$ cat src/rtl/pipe_stage_chain.sv
// In-order pipeline register chain: DEPTH stages with valid/ready handshake, bubble collapse,
// global stall and partial flush of the younger stages. Define PIPE_PERF_CNT_EN for perf counters.
module pipe_stage_chain #(
    parameter int WIDTH = 15,
    parameter int DEPTH = 3,
    parameter int SW    = (DEPTH > 1) ? $clog2(DEPTH) : 1
) (
    input  logic                       clock,
    input  logic                       rst_l,
    input  logic                       in_valid,
    input  logic [WIDTH-1:0]           in_data,
    output logic                       in_ready,
    output logic                       out_valid,
    output logic [WIDTH-1:0]           out_data,
    input  logic                       out_ready,
    input  logic                       stall,
    input  logic                       flush,
    input  logic [SW-1:0]              flush_stage,
    output logic [$clog2(DEPTH+1)-1:0] occupancy,
    output logic [15:0]                stall_cycles,
    output logic [15:0]                flush_kills
);
    localparam int OW = $clog2(DEPTH+1);

    logic [DEPTH-1:0] v_q;
    logic [DEPTH-1:0] v_d;
    logic [DEPTH-1:0] kill;
    logic [WIDTH-1:0] data_q [DEPTH];
    logic [WIDTH-1:0] data_d [DEPTH];
    logic [DEPTH:0]   rdy;

    always_comb begin
        rdy        = '0;
        rdy[DEPTH] = out_ready;
        for (int i = DEPTH-1; i >= 0; i--) begin
            rdy[i] = ~v_q[i] | rdy[i+1];
        end
    end

    // flush_stage values beyond DEPTH-1 naturally kill every stage
    always_comb begin
        kill = '0;
        for (int i = 0; i < DEPTH; i++) begin
            kill[i] = flush && (i <= int'(flush_stage));
        end
    end

    always_comb begin
        v_d    = v_q;
        data_d = data_q;
        if (flush) begin
            v_d[0]    = 1'b0;
            data_d[0] = '0;
        end else if (!stall && rdy[0]) begin
            v_d[0]    = in_valid;
            data_d[0] = in_data;
        end
        // surviving stages keep moving during a flush and take a bubble from a killed neighbour
        for (int i = 1; i < DEPTH; i++) begin
            if (kill[i]) begin
                v_d[i]    = 1'b0;
                data_d[i] = '0;
            end else if ((flush || !stall) && rdy[i]) begin
                v_d[i]    = v_q[i-1] & ~kill[i-1];
                data_d[i] = kill[i-1] ? '0 : data_q[i-1];
            end
        end
    end

    always_ff @(posedge clock or negedge rst_l) begin
        if (!rst_l) begin
            v_q       <= '0;
            occupancy <= '0;
            for (int i = 0; i < DEPTH; i++) begin
                data_q[i] <= '0;
            end
        end else begin
            v_q       <= v_d;
            data_q    <= data_d;
            occupancy <= OW'($countones(v_d));
        end
    end

    assign out_valid = v_q[DEPTH-1] & ~stall & ~kill[DEPTH-1];
    assign out_data  = data_q[DEPTH-1];
    assign in_ready  = rdy[0] & ~stall & ~flush;

`ifdef PIPE_PERF_CNT_EN
    logic [15:0] stall_q;
    logic [15:0] kills_q;
    logic [16:0] kills_sum;

    always_comb kills_sum = {1'b0, kills_q} + 17'($countones(v_q & kill));

    always_ff @(posedge clock or negedge rst_l) begin
        if (!rst_l) begin
            stall_q <= '0;
            kills_q <= '0;
        end else begin
            if (v_q[DEPTH-1] && (stall || !out_ready) && stall_q != 16'hFFFF) begin
                stall_q <= stall_q + 16'd1;
            end
            kills_q <= kills_sum[16] ? 16'hFFFF : kills_sum[15:0];
        end
    end

    assign stall_cycles = stall_q;
    assign flush_kills  = kills_q;
`else
    assign stall_cycles = '0;
    assign flush_kills  = '0;
`endif

endmodule
$ cat config.mk
export PLATFORM = sky130hd
export DESIGN_NAME = pipe_stage_chain
export DESIGN_NICKNAME = d
export VERILOG_FILES = /design/src/rtl/pipe_stage_chain.sv
export SDC_FILE = /design/constraint.sdc
export NUM_CORES = 1
export LEC_CHECK = 0
export ABC_AREA = 1
export BUFFER_PORTS_ARGS = -buffer_cell sky130_fd_sc_hd__buf_2
export CAP_MARGIN = 20
export CORE_MARGIN = 5
export CORE_UTILIZATION = 55
export DETAILED_ROUTE_END_ITERATION = 7
export GPL_TIMING_DRIVEN = 0
export HOLD_SLACK_MARGIN = 0.05
export PLACE_DENSITY = 0.84
export RECOVER_POWER = 100
export SETUP_SLACK_MARGIN = 0.3
export SLEW_MARGIN = 15
export SYNTH_ARGS = -nofsm -noshare
export SYNTH_HDL_FRONTEND = slang
export SYNTH_SLANG_ARGS = --single-unit
$ cat constraint.sdc
create_clock -name clock -period 3.1 [get_ports clock]
set_input_delay 0.62 -clock clock [delete_from_list [all_inputs] [get_ports clock]]
set_output_delay 0.62 -clock clock [all_outputs]
set_load 0.02 [all_outputs]
After elaboration in Yosys (flattened, before gate mapping):

Cells that the tools add are included.

* register bits: 50
* input port bits: 23
* output and inout port bits: 51
* logic and storage cells: 49

* add/subtract/negate cells: 2
* magnitude comparators: 2
* multiplexer cells: 14
* bitwise logic cells: 16
* reduce and logical (&&, ||, !) cells: 10

Operators with widths (count)
* 2-to-1 mux 15 bit: 8
* NOT 1 bit: 7
* bitwise AND 1 bit: 6
* 2-to-1 mux 1 bit: 6
* nonzero test 2 bit: 3
* logical AND 1 bit: 5
* OR 1 bit: 3
* adder 1 x 1 -> 2 bit: 1
* adder 2 x 1 -> 2 bit: 1
* less-or-equal comparator 1 x 2 -> 1 bit (first input constant): 1
* less-or-equal comparator 2 bit (first input constant): 1
* zero test 1 bit: 1
* logical OR 1 bit: 1

Longest topological paths before layout:

* word-level depth: 9
* mapped depth: 7
* gate-level depth less buffers: 6

Least setup slack after synthesis:

No wires, ideal clock.

* path kind: input port to output port
* start: input port flush
* end: output port out_valid
* arrival: 1323 ps
* data required time: 2480 ps
* path slack: 1157 ps
* stages: 4
* path buffers: 1
* cell sequence: nand2_1 > buf_2 > nand2_1 > nor2_1

* longest elaborated chain between the ends: 3

RTL lines
* start: declaration: RTL line 17 `input logic flush,`
* logical AND 1 bit: RTL line 44 `kill[i] = flush && (i <= int'(flush_stage));`
* NOT 1 bit: RTL line 84 `assign out_valid = v_q[DEPTH-1] & ~stall & ~kill[DEPTH-1];`
* bitwise AND 1 bit: RTL line 84
* end: declaration: RTL line 13 `output logic out_valid,`

No other way between the ends.

Final worst setup path:

Same ends and word-level chain as after synthesis.

==> reports/results.txt <==
Die width: 77.4 um
Critical-path cell list: clkbuf_1 -> nand2_1 -> clkbuf_1 -> nand2_1 -> nor2_1 -> buf_2
Slew margin rel.: 0.218
Hold path endpoint: data_q[37]
Global-route wire length before repair: 8000 um
Die Area: 5990 sq um
Placement row count: 24
Worst reg2reg setup slack: 1.22 ns
Fin crit period: 2.36 ns
DP HPWL: 3660 um
Synth warn: 0
Synth top area cells: dfrtp_1 50%, buf_4 15%, nand3_1 9.4%, nand2_1 8.0%, o21ai_1 6.0%
Yosys reg bits: 50
Endpoints failing setup: 0
Hold_sp: data_q[37]
Final hold slack: 0.510 ns
# resized after CTS: 0
Placer's final routability congestion estimate: 0.827
Distinct cells, synth: 21
Largest net degree at the start of global routing: 51
WP buf/inv: 3
Setup Buffers After CTS: 0
Post-DR vias/cell: 4.67
Final Hold Fails: 0
Slack of the critical path: 0.743 ns
Peak supply drop: 0.330 mV
Synth Instances: 277
Final WL: 4650 um
Worst reg2reg endpoint: occupancy[0]
Overflow after GRT: 0
Initial Util: 0.570
Crit path kind: in -> out
Die height: 77.4 um
Vias in the first global route: 1,829
Slowest stage cell on the critical path: clkbuf_1
Post-place setup slack: 0.926 ns
Lkg Pwr: 1.53 nW
CTS tree: yes
Final Cycle Share: 0.760
CTS Buffer Depth: 2
Initial antenna violation count: 0
Post-synth top area cell: dfrtp_1
Maxcap violations: 0
Antenna viol nets, final: 0
Io pins: 74
RSZ-0062 raised after global routing: false
Reg clk slew, reported paths: 0.08 ns
Residual DRC: 0
Clock tree sinks: 50
Drt first pass iters: 4
Worst R2R Path Depth: 6
Placed Area: 2890 sq um
Critical Path Start Type: input pin
Ant diodes: 0
Slew Limit Fails: 0
CTS H-tree lvls: 2
Total Routing Usage GR: 0.161
Pwr per Cell Area: 465 nW/um^2
Layout cells sized above 1: 0.244
Hold buffers post-CTS: 0
WP data arrival: 1.74 ns
Wirelength per Cell: 11.4 um
CP startpoint: flush
NumNets Final: 380
Final Cell Area: 2940 sq um
Clk_lat worst skew: 0.29 ns
CP peak stage delay: 0.40 ns
Clk_skew: 0.00524 ns
Leading cell types in the layout, fill and taps excluded: 54 x nand2_1, 50 x dfrtp_1, 49 x buf_4
Post-synth design cell area: 2500 sq um
Area growth, synth to finish: 17.8%
# fillers: 402
# port buffers: 41
Crit Reg-Reg Startpoint: v_q[2]
Cell family with most CP delay: buffers and inverters
Via count: 1,910
Sequential fraction of the synthesis area: 0.501
Core area: 4380 sq um
Top cell type's share of synthesized area: 0.501
Hold depth: 2
Req. time, crit path: 2.48 ns
Status: complete, no violations
CTS root buf: clkbuf_8
Cts bufs inserted: 5
Hold Crit Class: reg -> reg
Setup TNS Final: 0 ns
CP max FO: 10
Critical Path Sink Type: primary output
Average size of a mapped cell: 9.02 sq um
Fmax: 424 MHz
Least-Margin Pin Slew: 1.17 ns
Most common cell after layout, fill and taps aside: nand2_1
Initial drt markers: 85
cells in the mapped netlist:
library cell,count
a21oi_1,2
buf_1,1
buf_2,12
buf_4,49
buf_6,1
clkbuf_1,2
conb_1,1
dfrtp_1,50
fa_1,1
inv_1,1
inv_2,2
nand2_1,53
nand2_2,1
nand2_4,1
nand3_1,47
nand4_1,16
nand4_4,1
nor2_1,4
o21ai_0,1
o21ai_1,30
o21ai_2,1
worst max-delay path by stage:
stage	endpoint	slack [ns]	cells after the start
6_report	out_valid	0.74	6
2_1_floorplan	out_valid	1.16	4
4_1_cts	out_valid	0.91	6
5_1_grt	out_valid	0.58	6
3_5_place_dp	out_valid	0.93	6
3_3_place_gp	out_valid	0.94	6
cell families after synthesis:
kind of cell	Yosys count	share of synthesized area
buffers and inverters	68	0.185
and+or+nand+nor	123	0.235
AOI/OAI and AO/OA	34	0.0696
other	1	0.00150
adders and majority gates	1	0.00801
DFF	50	0.501
routing by layer:
metal | share of wire | vias to the layer above | GRT usage
met5 | 0 | - | 0
met4 | 0.013 | 0 | 0.0464
met3 | 0.059 | 5 | 0.0417
met2 | 0.46 | 64 | 0.261
met1 | 0.46 | 828 | 0.214
li1 | - | 1013 | -
worst min-delay path, cell delays in order (launching register included):
cell and delay (ns):
dfrtp_1 0.35, nand3_1 0.08, nand2_1 0.05
report_power, final:
part | internal (mW) | switching, mW | total, mW
registers | 0.685 | 0.0192 | 0.704
logic | 0.0804 | 0.145 | 0.226
clock network | 0.241 | 0.196 | 0.437
stage by stage:
stage,cells,power [mW],utilization
after floorplan,308,0.888,-
after global placement,401,0.947,0.658
after detailed placement,401,0.954,0.658
after CTS,409,1.39,0.682
after global routing,409,1.43,0.671
final,409,1.37,0.671
area by class of cell:
class	count	area, sq um	area share
Sequential cell	50	1250	0.425
Multi-Input combinational cell	190	885	0.301
Buffer	65	442	0.150
Timing Repair Buffer	41	183	0.0621
Clock buffer	7	76.3	0.0259
Tap cell	52	65.1	0.0221
Clock inverter	1	30.0	0.0102
Inverter	3	11.3	0.00383
registers in the layout (all words and copies together) (netlist names):
| register | flops |
|---|---|
| v_q | 3 |
| data_q | 30 |
| occupancy | 2 |
| out_data | 15 |
(Power assumes the default switching activity.)
